**src/rtl/multicycle_control_fsm.sv**
```systemverilog
// Multicycle control unit: walks each instruction through IF/ID/EXE/MEM/WB and
// decodes the datapath strobes from the current state and the IR opcode.
module multicycle_control_fsm #(
    parameter logic [5:0] OP_HALT = 6'b111111,
    parameter int         STATE_W = 3
) (
    input  logic               CLK,
    input  logic               Reset,
    input  logic [5:0]         opcode,
    input  logic               zero,
    output logic               PCWre,
    output logic [1:0]         PCSrc,
    output logic               IRWre,
    output logic               RegWre,
    output logic               RegDst,
    output logic               ALUSrcB,
    output logic               ExtSel,
    output logic [2:0]         ALUOp,
    output logic               mRD,
    output logic               mWR,
    output logic               DBDataSrc,
    output logic [STATE_W-1:0] state,
    output logic               illegal
);

    // state | meaning
    // IF    | fetch, IR loads
    // ID    | decode; j and undefined opcodes retire here, halt parks
    // EXE   | ALU operation; branches resolve and retire here
    // MEM   | data memory access; sw retires here
    // WB    | register write-back and retire
    // HALT  | parked until Reset
    typedef enum logic [STATE_W-1:0] {
        ST_IF   = 3'b000,
        ST_ID   = 3'b001,
        ST_EXE  = 3'b010,
        ST_MEM  = 3'b011,
        ST_WB   = 3'b100,
        ST_HALT = 3'b111
    } state_t;

    localparam logic [5:0] OP_ADD  = 6'b000000;
    localparam logic [5:0] OP_SUB  = 6'b000001;
    localparam logic [5:0] OP_ADDI = 6'b000010;
    localparam logic [5:0] OP_OR   = 6'b010000;
    localparam logic [5:0] OP_AND  = 6'b010001;
    localparam logic [5:0] OP_ORI  = 6'b010010;
    localparam logic [5:0] OP_SLT  = 6'b100110;
    localparam logic [5:0] OP_SW   = 6'b110000;
    localparam logic [5:0] OP_LW   = 6'b110001;
    localparam logic [5:0] OP_BEQ  = 6'b110100;
    localparam logic [5:0] OP_BNE  = 6'b110101;
    localparam logic [5:0] OP_J    = 6'b111000;

    localparam logic [2:0] ALU_ADD = 3'b000;
    localparam logic [2:0] ALU_SUB = 3'b001;
    localparam logic [2:0] ALU_OR  = 3'b011;
    localparam logic [2:0] ALU_AND = 3'b100;
    localparam logic [2:0] ALU_SLT = 3'b110;

    localparam logic [1:0] PC_SEQ    = 2'b00;
    localparam logic [1:0] PC_BRANCH = 2'b01;
    localparam logic [1:0] PC_JUMP   = 2'b10;

    state_t state_q, state_d;
    logic   illegal_q, illegal_d;

    logic       is_rtype, is_imm, is_lw, is_sw, is_beq, is_bne, is_j, is_halt;
    logic       is_legal, use_imm, zero_ext, br_taken;
    logic [2:0] dec_alu_op;

    // Opcode classification; halt is checked first so OP_HALT may be overridden.
    always_comb begin
        is_rtype   = 1'b0;
        is_imm     = 1'b0;
        is_lw      = 1'b0;
        is_sw      = 1'b0;
        is_beq     = 1'b0;
        is_bne     = 1'b0;
        is_j       = 1'b0;
        is_halt    = 1'b0;
        zero_ext   = 1'b0;
        dec_alu_op = ALU_ADD;
        if (opcode == OP_HALT) begin
            is_halt = 1'b1;
        end else begin
            case (opcode)
                OP_ADD:  is_rtype = 1'b1;
                OP_SUB:  begin is_rtype = 1'b1; dec_alu_op = ALU_SUB; end
                OP_ADDI: is_imm = 1'b1;
                OP_OR:   begin is_rtype = 1'b1; dec_alu_op = ALU_OR;  end
                OP_AND:  begin is_rtype = 1'b1; dec_alu_op = ALU_AND; end
                OP_ORI:  begin is_imm = 1'b1; zero_ext = 1'b1; dec_alu_op = ALU_OR; end
                OP_SLT:  begin is_rtype = 1'b1; dec_alu_op = ALU_SLT; end
                OP_SW:   is_sw = 1'b1;
                OP_LW:   is_lw = 1'b1;
                OP_BEQ:  begin is_beq = 1'b1; dec_alu_op = ALU_SUB; end
                OP_BNE:  begin is_bne = 1'b1; dec_alu_op = ALU_SUB; end
                OP_J:    is_j = 1'b1;
                default: ;
            endcase
        end
    end

    assign is_legal = is_rtype | is_imm | is_lw | is_sw | is_beq | is_bne | is_j | is_halt;
    assign use_imm  = is_imm | is_lw | is_sw;
    assign br_taken = (is_beq & zero) | (is_bne & ~zero);

    always_ff @(posedge CLK or negedge Reset) begin
        if (!Reset) begin
            state_q   <= ST_IF;
            illegal_q <= 1'b0;
        end else begin
            state_q   <= state_d;
            illegal_q <= illegal_d;
        end
    end

    always_comb begin
        state_d   = ST_IF;
        illegal_d = illegal_q;
        PCWre     = 1'b0;
        PCSrc     = PC_SEQ;
        IRWre     = 1'b0;
        RegWre    = 1'b0;
        RegDst    = 1'b0;
        ALUSrcB   = 1'b0;
        ExtSel    = 1'b0;
        ALUOp     = ALU_ADD;
        mRD       = 1'b0;
        mWR       = 1'b0;
        DBDataSrc = 1'b0;
        case (state_q)
            ST_IF: begin
                // Gate with Reset so nothing loads the IR while reset is held.
                IRWre   = Reset;
                state_d = ST_ID;
            end
            ST_ID: begin
                if (is_halt) begin
                    state_d = ST_HALT;
                end else if (is_j) begin
                    PCWre   = 1'b1;
                    PCSrc   = PC_JUMP;
                    state_d = ST_IF;
                end else if (!is_legal) begin
                    PCWre     = 1'b1;
                    illegal_d = 1'b1;
                    state_d   = ST_IF;
                end else begin
                    state_d = ST_EXE;
                end
            end
            ST_EXE: begin
                ALUOp   = dec_alu_op;
                ALUSrcB = use_imm;
                ExtSel  = ~zero_ext;
                if (is_beq || is_bne) begin
                    PCWre   = 1'b1;
                    PCSrc   = br_taken ? PC_BRANCH : PC_SEQ;
                    state_d = ST_IF;
                end else if (is_lw || is_sw) begin
                    state_d = ST_MEM;
                end else if (is_rtype || is_imm) begin
                    state_d = ST_WB;
                end else begin
                    state_d = ST_IF;
                end
            end
            ST_MEM: begin
                if (is_sw) begin
                    mWR     = 1'b1;
                    PCWre   = 1'b1;
                    state_d = ST_IF;
                end else begin
                    mRD     = is_lw;
                    state_d = is_lw ? ST_WB : ST_IF;
                end
            end
            ST_WB: begin
                RegWre    = 1'b1;
                PCWre     = 1'b1;
                RegDst    = is_rtype;
                DBDataSrc = is_lw;
                state_d   = ST_IF;
            end
            ST_HALT: state_d = ST_HALT;
            default: state_d = ST_IF;
        endcase
    end

    assign state   = state_q;
    assign illegal = illegal_q;

endmodule

```
**config.mk**
```make
export PLATFORM = sky130hd
export DESIGN_NAME = multicycle_control_fsm
export DESIGN_NICKNAME = d
export VERILOG_FILES = /design/src/rtl/multicycle_control_fsm.sv
export SDC_FILE = /design/constraint.sdc
export NUM_CORES = 1
export LEC_CHECK = 0
export CAP_MARGIN = 10
export CORE_MARGIN = 3
export CORE_UTILIZATION = 42
export CTS_BUF_LIST = sky130_fd_sc_hd__clkbuf_8
export DETAILED_ROUTE_END_ITERATION = 6
export PLACE_DENSITY = 0.92
export SLEW_MARGIN = 20
export SYNTH_ARGS = -nofsm -noshare
export SYNTH_HDL_FRONTEND = slang
export SYNTH_SLANG_ARGS = --single-unit
```
**constraint.sdc**
```tcl
create_clock -name CLK -period 1.8 [get_ports CLK]
set_input_delay 0.36 -clock CLK [delete_from_list [all_inputs] [get_ports CLK]]
set_output_delay 0.36 -clock CLK [all_outputs]
set_load 0.05 [all_outputs]
```
==> impl_metrics.csv, run 1 <==
group,metric,value,unit
run_status,status,"stopped before the end",
run_status,stop_stage,"detailed placement (3_5_place_dp)",
run_status,stop_error,"[ERROR DPL-0038] Utilization greater than 100%, impossible to legalize",
placement,port_buffers,26,
logic_synthesis,yosysSeqAreaShare,0.171,
logic_synthesis,ys.warnings.count,0,
logic_synthesis,mappedNetlistArea,584,µm²
floorplan,io_pins,27,
floorplan,rows,12,
logic_synthesis,synth_nets,92,
logic_synthesis,synthSimpleGateAreaFrac,0.456,
floorplan,die_h,43.3,µm
logic_synthesis,netlist_instances,83,
logic_synthesis,synth-xor-area-share,0.0150,
logic_synthesis,synth_top_family_by_area,"simple AND/OR/NAND/NOR gates",
floorplan,start_util,0.486,
logic_synthesis,avgSynthCellArea,7.04,µm²
placement,place_congestion,0.894,
logic_synthesis,synth_adder_area_share,0,
logic_synthesis,synth_mux_area_frac,0,
logic_synthesis,synth-compound-area-share,0.255,
logic_synthesis,synth_cell_types,41,
floorplan,die_w,43.3,µm
logic_synthesis,ys_seq_elements,4,
==> metrics by stage <==
step | cell area (µm²) | TNS [ps] | hold WS (ps) | setup slack (ps) | std cells
after floorplan | 692 | -2820 | 64.4 | -402 | 83
after global placement | 1260 | -5160 | 457 | -444 | 147
==> Yosys cell counts <==
| library cell | instances | area share |
|---|---|---|
| nand2_1 | 10 | 0.064 |
| nor2_1 | 9 | 0.058 |
| nor2b_1 | 6 | 0.064 |
| buf_2 | 5 | 0.043 |
| a21oi_1 | 4 | 0.034 |
| dfrtp_1 | 4 | 0.17 |
| nand3_1 | 3 | 0.026 |
| nor3_1 | 3 | 0.026 |
| o21ai_0 | 3 | 0.026 |
| inv_1 | 2 | 0.013 |
| nand3b_1 | 2 | 0.026 |
| nor4b_1 | 2 | 0.030 |
| or2_2 | 2 | 0.021 |
| a2111oi_2 | 1 | 0.026 |
| a211oi_1 | 1 | 0.013 |
| a21boi_0 | 1 | 0.013 |
| a311o_2 | 1 | 0.019 |
| a311oi_1 | 1 | 0.015 |
| a31oi_1 | 1 | 0.011 |
| and3b_1 | 1 | 0.015 |
| and4bb_2 | 1 | 0.021 |
| buf_4 | 1 | 0.013 |
| buf_6 | 1 | 0.019 |
| clkbuf_1 | 1 | 0.0064 |
| clkbuf_2 | 1 | 0.0086 |
| nand2b_1 | 1 | 0.011 |
| nand4_1 | 1 | 0.011 |
| nand4b_1 | 1 | 0.015 |
| nor3b_1 | 1 | 0.013 |
| nor4_1 | 1 | 0.011 |
| o211a_1 | 1 | 0.017 |
| o21a_1 | 1 | 0.013 |
| o21ai_1 | 1 | 0.0086 |
| o21ba_2 | 1 | 0.017 |
| o221ai_1 | 1 | 0.015 |
| o22a_1 | 1 | 0.015 |
| o31ai_1 | 1 | 0.013 |
| or2_4 | 1 | 0.015 |
| or3_1 | 1 | 0.011 |
| or3b_4 | 1 | 0.019 |
| xnor2_1 | 1 | 0.015 |
==> logic make-up after synthesis <==
logic type,count (synthesis)
AND/OR/NAND/NOR,47
AO/OA/AOI/OAI,20
buffers and inverters,11
flip-flops,4
XOR/XNOR,1
==> run 2, diff against run 1 <==
Settings changed: CORE_AREA set to 3 3 64 66, CORE_MARGIN 3 to not set, CORE_UTILIZATION 42 to not set, CTS_BUF_LIST sky130_fd_sc_hd__clkbuf_8 to not set, DIE_AREA set to 0 0 67 69, PLACE_DENSITY 0.92 to not set, PLACE_DENSITY_LB_ADDON set to 0.15.
==> run 2 against run 1 <==
Net effect:
- the flow now finishes, with violations (setup timing)
- synthesized area unchanged
- synthesized cell count unchanged
==> impl_metrics.csv, run 2 <==
group,metric,value,unit
run_status,status,"complete, but fails checks",
run_status,violations,"setup timing",
logic_synthesis,avgSynthCellArea,7.04,µm²
floorplan,rows,22,
worst_setup_path,worstSetupStartpoint,"state[2]",
power,leakage,0.000625,µW
final_layout,final_cell_mix,"39 x buf_4, 12 x buf_12, 8 x nand2_1, 8 x buf_6",
worst_setup_path,crit_fanout,5,
grt,grt_overflow,0,
logic_synthesis,async_flop_share,1.00,
logic_synthesis,synth_top_cell_by_area,"dfrtp_1",
floorplan,io_pins,27,
placement,place_area,1310,µm²
final_layout,antenna_cells,0,
power,peakVddDrop,0.229,mV
cts,clockRootBuffer,"clkbuf_8",
worst_setup_path,worstPathArrival,1690,ps
grt,gr-usage-all-layers,0.107,
timing,worstMarginPinSlew,276,ps
cts,ctsHoldBuffers,0,
flow_run,maxCapViolations,0,
worst_setup_path,start_kind,"register",
logic_synthesis,mappedNetlistArea,584,µm²
timing,fin_crit_sh,1.14,
worst_setup_path,required,1440,ps
floorplan,die-area,4620,µm²
final_layout,largest_register_ffs,3,
timing,final_hold_viol_count,0,
route,wirelength,2.34,mm
timing,setup_viol,9,
logic_synthesis,synthFlopType,"dfrtp_1",
timing,fmax,0.487,GHz
final_layout,final_common_cell,"buf_4",
logic_synthesis,ys_seq_elements,4,
logic_synthesis,ys.warnings.count,0,
logic_synthesis,synth_cell_types,41,
worst_setup_path,critPathCapture,"ALUOp[1]",
timing,setup_ws,-251,ps
final_layout,postLayoutCellArea,1500,µm²
cts,clkTransAtPathRegs,40,ps
logic_synthesis,synth-edff-count,0,
placement,pre_cts_slack,-513,ps
worst_setup_path,rr_startpoint,"state[2]",
floorplan,die_w,67,µm
timing,finalWorstPathRequiredPeriod,2050,ps
worst_setup_path,reg2reg_slack,120,ps
logic_synthesis,synth_nets,92,
route,vias,828,
grt,grt_max_degree,10,
timing,fin_skew,7.18,ps
floorplan,core-area,3630,µm²
route,avgViaCountPerCell,4.34,
final_layout,postLayoutCoreUtil,0.413,
route,drt_iter0_drc,14,
logic_synthesis,synth.most_common_cell,"nand2_1",
final_layout,final_cells,191,
placement,place_inst,182,
grt,grt_pass1_vias,836,
timing,hold_ws,448,ps
placement,hpwl,1.91,mm
power,power_density,620,nW/µm²
cts,cts_max_level,1,
worst_setup_path,r2r_end,"state[2]",
final_layout,nets,153,
cts,cts_tree,"yes",
logic_synthesis,yosysSeqAreaShare,0.171,
placement,place_congestion,0.765,
timing,rsz0062_at_grt,"yes",
logic_synthesis,synth_commonest_cells,"10 x nand2_1, 9 x nor2_1, 6 x nor2b_1",
placement,port_buffers,26,
logic_synthesis,yosysTopAreaCellShare,0.171,
route,antenna_left,0,
final_layout,drive_gt1_frac,0.699,
logic_synthesis,yosys-top-cells-area,"dfrtp_1 17%, nand2_1 6.4%, nor2b_1 6.4%",
floorplan,start_util,0.161,
worst_setup_path,reg2reg_depth,5,
logic_synthesis,netlist_instances,83,
route,wl_per_cell,12.2,µm
cts,clock_sinks,4,
grt,antenna_found_initial,0,
worst_setup_path,cp-end-kind,"output pin",
hold_path,hp-class,"in -> async",
worst_setup_path,path_class,"reg -> out",
cts,clk_path_buf_depth,2,
grt,grt_pass1_wl,3.91,mm
final_layout,fill_cells,383,
floorplan,die_h,69,µm
route,drc,0,
timing,drv_slew,0,
cts,insertion_delay,220,ps
timing,relSlewSlack,0.815,
final_layout,area_growth,157,%
route,drt_pass1_iterations,4,
cts,numCtsBuffers,3,
## run 2: how the worst min path moves through the flow
stage	startpoint	end	slack, ps	cells after the start
floorplan	Reset	illegal	60	0
global placement	illegal	illegal	500	2
detailed placement	illegal	illegal	490	2
CTS	Reset	state[0]	460	2
global route	Reset	state[0]	460	2
finish	Reset	state[0]	450	2
## run 2: layout make-up
| class | instances | area (µm²) | area share |
|---|---|---|---|
| Timing Repair Buffer | 65 | 683 | 0.455 |
| Multi-Input combinational cell | 68 | 602 | 0.401 |
| Sequential cell | 4 | 104 | 0.0692 |
| Tap cell | 48 | 60.1 | 0.0400 |
| Clock buffer | 4 | 45.0 | 0.0300 |
| Inverter | 2 | 7.51 | 0.00500 |
## run 2: layer usage
metal  track usage  up-vias  share of wire
met4        0.0338        0              0
met3        0.0228        0          0.036
met5             0        -              0
li1              -      417              -
met1         0.139      388           0.44
met2         0.174       23           0.52
## run 2: cell families after synthesis
| logic type | synth area share |
|---|---|
| flip-flops | 0.171 |
| buffers and inverters | 0.103 |
| AO/OA/AOI/OAI | 0.255 |
| XOR/XNOR | 0.0150 |
| AND/OR/NAND/NOR | 0.456 |
## run 2: where the power goes
| part | internal [µW] | total (µW) | switching, µW | leakage (µW) |
|---|---|---|---|---|
| clock network | 151 | 199 | 47.5 | 0.0000228 |
| logic | 272 | 615 | 343 | 0.000559 |
| registers | 108 | 118 | 9.19 | 0.0000438 |
## run 2: what timing repair did
item	4_1_cts	5_1_grt
gates resized for setup	43	14
setup endpoints to repair	14	13
pin swaps	12	7
buffers inserted	4	2
cloned	0	0
## run 2: per-stage QoR
stage / setup TNS (ps) / power (µW)
floorplan: -2820 / 452
global placement: -5840 / 624
detailed placement: -5590 / 628
CTS: -1470 / 926
global route: -2000 / 988
finish: -1500 / 931
## run 2: worst max-delay path, cell delays in order, from the launching register on
cell and delay [ps]:
dfrtp_2 390, or3b_4 410, or2_4 290, a211oi_4 210
buf_12 170
Note: power is estimated with default switching activity, not from simulation.
